$ cat src/rtl/fsm1011_pkg.sv
// Shared definitions for the fsm1011 detector and its serializer front end:
// serializer state encoding, default geometry and the detector's target pattern.
package fsm1011_pkg;

  typedef enum logic {
    IDLE  = 1'b0,
    SHIFT = 1'b1
  } ser_state_t;

  localparam int DEF_WIDTH   = 8;
  localparam int DEF_BIT_DIV = 1;

  localparam logic [3:0] SEQ_1011 = 4'b1011;

endpackage

$ cat src/rtl/bit_tick_gen.sv
// Bit-period divider: counts 0..BIT_DIV-1 while enabled and flags the final count.
// With BIT_DIV=1 the counter stays at 0 and tick follows en.
module bit_tick_gen #(
  parameter int BIT_DIV = 1
) (
  input  logic clk,
  input  logic rst,
  input  logic clr,
  input  logic en,
  output logic tick,
  output logic at_zero
);

  localparam int CW = (BIT_DIV > 1) ? $clog2(BIT_DIV) : 1;
  localparam logic [CW-1:0] LAST = CW'(BIT_DIV - 1);

  logic [CW-1:0] r_cnt;

  always_ff @(posedge clk or negedge rst) begin
    if (!rst) begin
      r_cnt <= '0;
    end else if (clr) begin
      r_cnt <= '0;
    end else if (en) begin
      r_cnt <= (r_cnt == LAST) ? '0 : r_cnt + CW'(1);
    end
  end

  assign tick    = en && (r_cnt == LAST);
  assign at_zero = (r_cnt == '0);

endmodule

$ cat src/rtl/seq_bit_serializer.sv
// Parallel-to-serial feeder for the fsm1011 detector: words arrive on a
// valid/ready handshake and leave on x one bit at a time, gap-free when streamed.
module seq_bit_serializer
  import fsm1011_pkg::*;
#(
  parameter int WIDTH     = DEF_WIDTH,
  parameter int BIT_DIV   = DEF_BIT_DIV,
  parameter int MSB_FIRST = 1
) (
  input  logic             clk,
  input  logic             rst,
  input  logic [WIDTH-1:0] din,
  input  logic             din_valid,
  output logic             din_ready,
  output logic             x,
  output logic             x_valid,
  output logic             bit_strobe,
  output logic             busy
);

  localparam int BW = $clog2(WIDTH);
  localparam logic [BW-1:0] LAST_BIT = BW'(WIDTH - 1);

  ser_state_t       r_state;
  logic [WIDTH-1:0] r_shreg;
  logic [BW-1:0]    r_bitcnt;

  logic             w_shifting;
  logic             w_tick;
  logic             w_div_zero;
  logic             w_last;
  logic             w_ready;
  logic             w_load;
  logic             w_head;
  logic [WIDTH-1:0] w_shifted;

  assign w_shifting = (r_state == SHIFT);
  assign w_last     = w_tick && (r_bitcnt == LAST_BIT);
  // Ready depends only on state and counters so upstream can never loop valid into it.
  assign w_ready    = (r_state == IDLE) || w_last;
  assign w_load     = din_valid && w_ready;

  generate
    if (MSB_FIRST != 0) begin : g_msb
      assign w_head    = r_shreg[WIDTH-1];
      assign w_shifted = {r_shreg[WIDTH-2:0], 1'b0};
    end else begin : g_lsb
      assign w_head    = r_shreg[0];
      assign w_shifted = {1'b0, r_shreg[WIDTH-1:1]};
    end
  endgenerate

  bit_tick_gen #(
    .BIT_DIV (BIT_DIV)
  ) u_tick (
    .clk     (clk),
    .rst     (rst),
    .clr     (w_load),
    .en      (w_shifting),
    .tick    (w_tick),
    .at_zero (w_div_zero)
  );

  always_ff @(posedge clk or negedge rst) begin
    if (!rst) begin
      r_state  <= IDLE;
      r_shreg  <= '0;
      r_bitcnt <= '0;
    end else if (w_load) begin
      r_state  <= SHIFT;
      r_shreg  <= din;
      r_bitcnt <= '0;
    end else if (w_last) begin
      r_state  <= IDLE;
      r_bitcnt <= '0;
    end else if (w_tick) begin
      r_shreg  <= w_shifted;
      r_bitcnt <= r_bitcnt + BW'(1);
    end
  end

  // x comes straight from registers, so din never reaches it combinationally.
  assign x          = w_shifting && w_head;
  assign x_valid    = w_shifting;
  assign busy       = w_shifting;
  assign bit_strobe = w_shifting && w_div_zero;
  assign din_ready  = w_ready;

endmodule

$ cat config.mk
export PLATFORM = sky130hd
export DESIGN_NAME = seq_bit_serializer
export DESIGN_NICKNAME = d
export VERILOG_FILES = /design/src/rtl/fsm1011_pkg.sv /design/src/rtl/bit_tick_gen.sv /design/src/rtl/seq_bit_serializer.sv
export SDC_FILE = /design/constraint.sdc
export NUM_CORES = 1
export LEC_CHECK = 0
export CORE_MARGIN = 5
export CORE_UTILIZATION = 49
export DETAILED_ROUTE_END_ITERATION = 8
export PLACE_DENSITY = 0.8
export RECOVER_POWER = 100
export SYNTH_ARGS = -nofsm -noshare
export SYNTH_HDL_FRONTEND = slang
export SYNTH_SLANG_ARGS = --single-unit
$ cat constraint.sdc
create_clock -name clk -period 2.6 [get_ports clk]
set_input_delay 0.52 -clock clk [delete_from_list [all_inputs] [get_ports clk]]
set_output_delay 0.52 -clock clk [all_outputs]
set_load 0.01 [all_outputs]
== Word level (Yosys, flattened, before mapping) ==
Cells that the tools add are included.

* Register bits: 13

* Add/subtract/negate cells: 2
* Equality and inequality tests: 2
* Multiplexer cells: 11
* Bitwise logic cells: 2
* Reductions and logical operators: 10

{| class="wikitable"
|+ Operators by type and width
! operator !! count
|-
| $mux 8 || 3
|-
| $mux 3 || 3
|-
| $reduce_bool 2->1 || 3
|-
| $mux 1 || 5
|-
| $logic_and 1x1->1 || 4
|-
| $add 3x1->3 const B || 1
|-
| $eq 3x3->1 const B || 1
|-
| $reduce_bool 3->1 || 1
|-
| $ne 2x1->1 const B || 1
|-
| $not 1->1 || 2
|-
| $reduce_and 2->1 || 1
|-
| $add 1x1->1 const B || 1
|-
| $logic_or 1x1->1 || 1
|}

== Logic depth before layout (Yosys ltp) ==
Gate-level depths: netlist (run 1).

* Depth in word-level cells: 7
* Depth in mapped cells: 5

== Cells and area by module ==
A second synthesis (run 1) with hierarchy kept.

* Cell total of the unflattened synthesis: 55
* Area, all modules: 648.1 um2

{| class="wikitable"
|+ Modules (own cells, without submodules)
! module !! instances !! cells each !! area an instance (um2) !! sequential area each (um2)
|-
| seq_bit_serializer || 1 || 52 || 629.4 || 300.3
|-
| bit_tick_gen || 1 || 3 || 18.8 || 0.0
|}

== Worst setup path before layout (run 1) ==
Ideal clock, no wire load.

* Path type: register to output
* Start point: reg r_bitcnt[0]
* End point: out din_ready
* Arrival time: 1056 ps
* Path slack: 1024 ps
* Stages on the path, launching flop included: 5
* Cells stage by stage: dfrtp_1 -> ha_1 -> ha_1 -> and2b_2 -> inv_4

* Word-level cells in the longest chain between the ends: 3

{| class="wikitable"
|+ RTL lines
! what !! line !! text
|-
| from (decl) || seq_bit_serializer.sv:26 || <nowiki>logic [BW-1:0] r_bitcnt;</nowiki>
|-
| from (signal assigned) || seq_bit_serializer.sv:78 || <nowiki>r_bitcnt <= r_bitcnt + BW'(1);</nowiki>
|-
| $eq 3x3->1 || seq_bit_serializer.sv:38 || <nowiki>assign w_last = w_tick && (r_bitcnt == LAST_BIT);</nowiki>
|-
| $logic_and 1x1->1 || seq_bit_serializer.sv:38 ||
|-
| $logic_or 1x1->1 || seq_bit_serializer.sv:40 || <nowiki>assign w_ready = (r_state == IDLE) || w_last;</nowiki>
|-
| to (decl) || seq_bit_serializer.sv:14 || <nowiki>output logic din_ready,</nowiki>
|}

Every way passes these cells.

== Final worst setup path (run 1) ==
Ends and elaborated chain as after synthesis.

==> impl_metrics.py, run 1 <==
metrics = {
    "status": {
        "status": "finished clean",
    },
    "global_route": {
        "grt_pass1_wl_um": 1640,
        "antenna_found_initial": 0,
        "grt_overflow": 0,
        "grt_max_degree": 13,
        "grt_pass1_vias": 383,
        "grt_usage_pct": 11.2,
    },
    "sta": {
        "setup_ws_ns": 0.217,
        "slew_headroom_pct": 63.4,
        "grt_setup_unrepaired": "no",
        "worstMarginPinSlew_ns": 0.548,
        "setup_viol_count_final": 0,
        "clock.fmax_ghz": 0.420,
        "final.setup.tns_ns": 0,
        "final_hold_viol_count": 0,
        "finClkSkew_ns": 0.00364,
        "slew_viol_final": 0,
        "period_needed_ns": 2.38,
        "fin_crit_sh_pct": 91.6,
    },
    "setup_path": {
        "crit_type": "flip-flop to output pin",
        "crit_chain": "ha_1 > ha_1 > and2b_2 > inv_4 > clkdlybuf4s50_1",
        "cp_max_fo": 9,
        "cp-start-kind": "flip-flop",
        "crit_path_frequent_cell": "ha_1",
        "worstPathRequired_ns": 2.08,
        "arrival_ns": 1.86,
        "critPathSlowestCell": "clkdlybuf4s50_1",
        "critPathMaxStageDelay_ns": 0.49,
        "endpoint_kind": "output pin",
    },
    "cts": {
        "htreeDepth": 1,
        "cts_sinks": 12,
        "clk_latency_ns": 0.26,
        "ctsHoldBuffers": 0,
        "tritoncts": "yes",
        "cts_buffers": 3,
        "postCtsSetupBuffers": 0,
        "clockBufferDepth": 2,
        "cts_resized": 0,
        "cts.clk_slew.worst_paths_ns": 0.06,
        "root_buffer": "clkbuf_4",
    },
    "detailed_routing": {
        "detail_route.vias_per_cell": 5.07,
        "first_pass_iters": 1,
        "wire_per_inst_um": 13.4,
        "antenna_left": 0,
        "drt_iter0_drc": 0,
        "num_vias": 360,
        "route.detailed.drc": 0,
        "routed_wl_um": 953,
    },
    "cells_and_area": {
        "num_antenna_cells": 0,
        "stdcell_count": 71,
        "drive_gt1_share_pct": 25.0,
        "areaGrowthSynthToFinish_pct": 21.8,
        "fillers": 117,
        "finalNetCount": 71,
    },
    "worst_hold_path": {
        "hold_class": "flip-flop to flip-flop",
    },
    "floorplanning": {
        "core_area_um2": 1270,
        "dieHeight_um": 46.1,
        "io_pins": 16,
        "die_w_um": 46.1,
        "initial_utilization_pct": 50.3,
        "die_area_um2": 2120,
        "rows": 13,
    },
    "pwr": {
        "p_seq_share_pct": 40.7,
        "internal_power_w": 0.000526,
        "ir_drop_mv": 0.515,
        "clock_power_share_pct": 13.9,
        "swShare_pct": 28.6,
        "leakage_nw": 0.353,
        "p_sw_w": 0.000211,
        "combPwrFrac_pct": 45.3,
        "powerDensity_nw_per_um2": 948,
    },
    "yosys": {
        "yosys.area.top_type": "dfrtp_1",
        "synth_nets": 54,
        "synthTopCellsByArea": "dfrtp_1, mux2_4, ha_1",
        "ys_seq_elements": 12,
        "synth_edf_count": 0,
        "synth_top_area_share_pct": 47.1,
        "syn_area_per_cell_um2": 15.6,
        "synth.distinct_cells": 13,
        "synthFlopType": "dfrtp_1",
        "synth-async-reset-ratio_pct": 100,
        "ys_seq_area_share_pct": 47.1,
        "netlist_top_cells_count": "mux2_4, dfrtp_1",
        "synthCells": 41,
        "syn_area_um2": 638,
        "yosys_warnings": 0,
        "yosys.cell_count.top_type": "mux2_4",
    },
    "placement": {
        "io_buffers": 15,
        "place_ws_ns": 0.491,
        "placed_cells": 68,
        "place_hpwl_um": 751,
        "place.gp.congestion": 0.703,
    },
    "flow_run": {
        "maxCapViolations": 0,
    },
}
final timing paths:
path                                   from  depth (start not counted)    endpoint  slack, ns
worst max-delay path            r_bitcnt[0]                          5   din_ready       0.22
worst min-delay path             r_shreg[3]                          1  r_shreg[4]       0.51
worst max register to register  r_bitcnt[0]                          5  r_shreg[7]       1.07
worst min register to register   r_shreg[3]                          1  r_shreg[4]       0.51
max in group asynchronous               rst                          1  r_shreg[7]       1.55
min in group asynchronous               rst                          1        busy       0.68
stage by stage:
stage	total power [W]	hold slack [ns]	utilization, %	area [um2]
4_1_cts	0.000784	0.513	63.3	803
2_1_floorplan	0.000576	0.224	-	638
3_3_place_gp	0.000665	0.493	61.5	781
5_1_grt	0.000797	0.531	61.2	777
6_report	0.000737	0.505	61.2	777
3_5_place_dp	0.000675	0.498	61.5	781
cells by family (layout without fill, tap and decap cells):
family                   count (synthesis)  in the layout  synth area share, %
AND/OR/NAND/NOR                          5              5                 4.90
AO/OA/AOI/OAI                            2              2                 2.75
multiplexers                            16             16                 36.3
flip-flops                              12             12                 47.1
buffers and inverters                    4             19                 5.10
adder cells (fa/ha/maj)                  2              2                 3.92
layer usage:
metal | global-route usage, % | vias up | wire length, um
met3 | 2.34 | 2 | 65
met4 | 6.82 | 0 | 17
met1 | 14.9 | 168 | 443
met2 | 16.5 | 14 | 427
li1 | - | 176 | -
met5 | 0 | - | 0
sequential cells by signal (all words and copies together) (netlist names):
register and flops:
r_bitcnt 3, r_shreg 8, busy 1
area by class of cell:
| type | instances | area [um2] | share of cell area (%) |
|---|---|---|---|
| Multi-Input combinational cell | 25 | 279 | 35.9 |
| Sequential cell | 12 | 300 | 38.6 |
| Tap cell | 15 | 18.8 | 2.42 |
| Inverter | 1 | 6.26 | 0.805 |
| Clock buffer | 3 | 22.5 | 2.90 |
| Timing Repair Buffer | 15 | 150 | 19.3 |
power by group through the flow:
stage               sequential [W]  combinational (W)  clock [W]
floorplan                 0.000297           0.000279          0
global placement          0.000305           0.000360          0
detailed placement        0.000307           0.000367          0
CTS                       0.000305           0.000370   0.000109
global route              0.000311           0.000369   0.000117
finish                    0.000300           0.000334   0.000103
placed cells by master, fill, tap and decap left out, drive strengths merged:
cell type and n:
ha 2, and2 1, and2b 1, mux2 15
inv 1, nand2b 1, clkbuf 3, a22o 2
mux2i 1, dfrtp 12, clkdlybuf4s50 9, dlygate4sd3 6
nor2 2
worst max-delay path, delay by kind of cell (launching register included):
kind                       cells  cell delay [ns]
adders and majority gates      2             0.36
and+or+nand+nor                1             0.27
DFF                            1             0.38
buffers and inverters          2             0.59
Power figures use the tool's default switching activity.
==> run 2: changes to the inputs <==
- CORE_UTILIZATION: 49 -> 50
- HOLD_SLACK_MARGIN: unset -> 0.15
- PLACE_DENSITY: 0.8 -> 0.81
- SYNTH_HIERARCHICAL: unset -> 1
==> run 2 against run 1 <==
  * Clock skew is 0.0013 ns higher
  * Via count rose by 23%
  * Critical path type unchanged
  * Cell area grew 0.81%
  * Highest routed layer is now met3
  * Flip-flop and latch count did not move
==> impl_metrics.py, run 2 <==
metrics = {
    "setup_path": {
        "crit_family": "buffers and inverters",
        "crit_type": "flip-flop to output pin",
        "crit_chain": "ha_1 > ha_1 > a21bo_2 > clkdlybuf4s50_1",
        "arrival_ns": 1.82,
        "endpoint_kind": "output pin",
        "critPathBufInv": 1,
        "cp-start-kind": "flip-flop",
        "crit_path_frequent_cell": "ha_1",
        "critPathSlowestCell": "clkdlybuf4s50_1",
        "critPathMaxStageDelay_ns": 0.49,
        "worstPathRequired_ns": 2.08,
        "cp_max_fo": 8,
    },
    "cts": {
        "clockBufferDepth": 2,
        "cts_buffers": 3,
        "cts_sinks": 12,
        "postCtsSetupBuffers": 0,
        "cts.clk_slew.worst_paths_ns": 0.07,
        "ctsHoldBuffers": 0,
        "root_buffer": "clkbuf_4",
        "clk_latency_ns": 0.28,
        "cts_resized": 0,
        "tritoncts": "yes",
        "htreeDepth": 1,
    },
    "yosys": {
        "ys_seq_elements": 12,
        "syn_area_per_cell_um2": 11.8,
        "yosys_warnings": 6,
        "synthFlopType": "dfrtp_1",
        "yosys.area.top_type": "dfrtp_1",
        "synth_top_area_share_pct": 46.3,
        "synth-async-reset-ratio_pct": 100,
        "synthCells": 55,
        "yosys.cell_count.top_type": "dfrtp_1",
        "ys_seq_area_share_pct": 46.3,
        "synth.distinct_cells": 19,
        "synthTopCellsByArea": "dfrtp_1, mux2_4, mux2i_1",
        "synth_edf_count": 0,
        "syn_area_um2": 648,
        "synth_nets": 68,
        "netlist_top_cells_count": "dfrtp_1, mux2_4, mux2i_1, o21ai_0, nand3_1",
    },
    "cells_and_area": {
        "final_common_cell": "dfrtp_1",
        "layout_common_cells": "dfrtp_1, clkdlybuf4s50_1, mux2i_1, o21ai_0",
        "finalNetCount": 83,
        "top_register": "r_shreg",
        "regArea_um2": 300,
        "num_antenna_cells": 0,
        "largest_reg_flops": 8,
        "multi_input_area_um2": 284,
        "fillers": 113,
        "drive_gt1_share_pct": 13.2,
        "areaGrowthSynthToFinish_pct": 20.8,
    },
    "global_route": {
        "antenna_found_initial": 0,
        "grt_max_degree": 13,
        "met3_usage_pct": 5.93,
        "grt_pass1_vias": 397,
        "grt_pass1_wl_um": 1860,
        "grt_use_met1_pct": 17.8,
        "top_usage_layer": "met1",
        "grt_usage_pct": 13.2,
        "grtUsageMet2_pct": 17.6,
        "grt_overflow": 0,
    },
    "floorplanning": {
        "io_pins": 16,
        "dieHeight_um": 46.0,
        "core_area_um2": 1270,
        "die_area_um2": 2120,
        "rows": 13,
        "initial_utilization_pct": 51.1,
        "die_w_um": 46.0,
    },
    "sta": {
        "finClkSkew_ns": 0.00490,
        "slew_viol_final": 0,
        "final.setup.tns_ns": 0,
        "final_hold_viol_count": 0,
        "grt_setup_unrepaired": "no",
        "period_needed_ns": 2.34,
        "worstMarginPinSlew_ns": 0.867,
        "setup_viol_count_final": 0,
        "clock.fmax_ghz": 0.428,
        "fin_crit_sh_pct": 89.9,
        "slew_headroom_pct": 42.1,
        "hold_slack_ns": 0.545,
    },
    "pwr": {
        "leakage_nw": 0.399,
        "powerDensity_nw_per_um2": 1020,
        "ir_drop_mv": 0.501,
    },
    "placement": {
        "io_buffers": 15,
        "place_hpwl_um": 898,
        "place.gp.congestion": 0.762,
    },
    "detailed_routing": {
        "num_vias": 443,
        "route.detailed.drc": 0,
        "antenna_left": 0,
        "drt_iter0_drc": 10,
        "routed_wl_um": 1150,
        "detail_route.vias_per_cell": 5.34,
        "wire_per_inst_um": 13.9,
        "first_pass_iters": 4,
    },
    "worst_hold_path": {
        "hold_class": "flip-flop to flip-flop",
    },
    "status": {
        "status": "finished clean",
    },
    "flow_run": {
        "maxCapViolations": 0,
    },
}
-- run 2: changes by cell type in the layout (fill, tap and decap cells not counted), sizes merged, moves of 2 or more --
cell	change
a22o	-2
mux2	-9
mux2i	+5
nand3	+5
o21ai	+6
-- run 2: layout make-up --
type	count	share of cell area [%]
clock buffer	3	2.88
tap	15	2.40
sequential	12	38.3
inverter	2	0.958
multi-input combinational	36	36.3
timing repair buffer	15	19.2
-- run 2: worst reg2reg max path: stages, from the launching register on --
cell and delay [ns]:
dfrtp_1 0.40, ha_1 0.20, ha_1 0.20, nor2b_1 0.68, mux2_2 0.42, mux2_4 0.26
-- run 2: final timing paths --
path                              from           to  slack, ns  depth (start not counted)
setup / recovery           r_bitcnt[0]    din_ready       0.26                          4
hold / removal             r_bitcnt[1]  r_bitcnt[1]       0.54                          2
setup reg to reg           r_bitcnt[0]   r_shreg[5]       0.33                          5
hold reg to reg            r_bitcnt[1]  r_bitcnt[1]       0.54                          2
max in group asynchronous          rst   r_shreg[4]       1.57                          1
min in group asynchronous          rst   r_shreg[5]       0.66                          1
-- run 2: report_power, final --
part / internal (W) / switching (W) / total (W)
clock network: 0.0000537 / 0.0000609 / 0.000115
logic: 0.000209 / 0.000159 / 0.000368
registers: 0.000266 / 0.0000475 / 0.000313
-- run 2: cell families (layout without fill, tap and decap cells) --
family	count (synthesis)	in the layout	share of synthesized area, %
compound gates	8	8	7.34
fa+ha+maj	2	2	3.86
buf+inv	7	20	7.14
flops	12	12	46.3
mux	12	12	23.2
other cells	1	1	0.579
simple gates	13	13	11.6
-- run 2: per-layer routing --
layer  vias to the layer above  routed length, um
met3                         0                 62
met1                       216                506
met5                         -                  0
met4                         0                  0
li1                        211                  -
met2                        16                584
-- run 2: metrics by stage --
step	power [W]	worst slack, ns	instance area (um2)	cells	utilization [%]
after floorplan	0.000632	0.899	648	55	-
after global placement	0.000705	0.533	778	80	61.3
after detailed placement	0.000723	0.507	778	80	61.3
after CTS	0.000842	0.196	801	83	63.1
after global routing	0.000861	0.157	783	83	61.7
final	0.000796	0.264	783	83	61.7
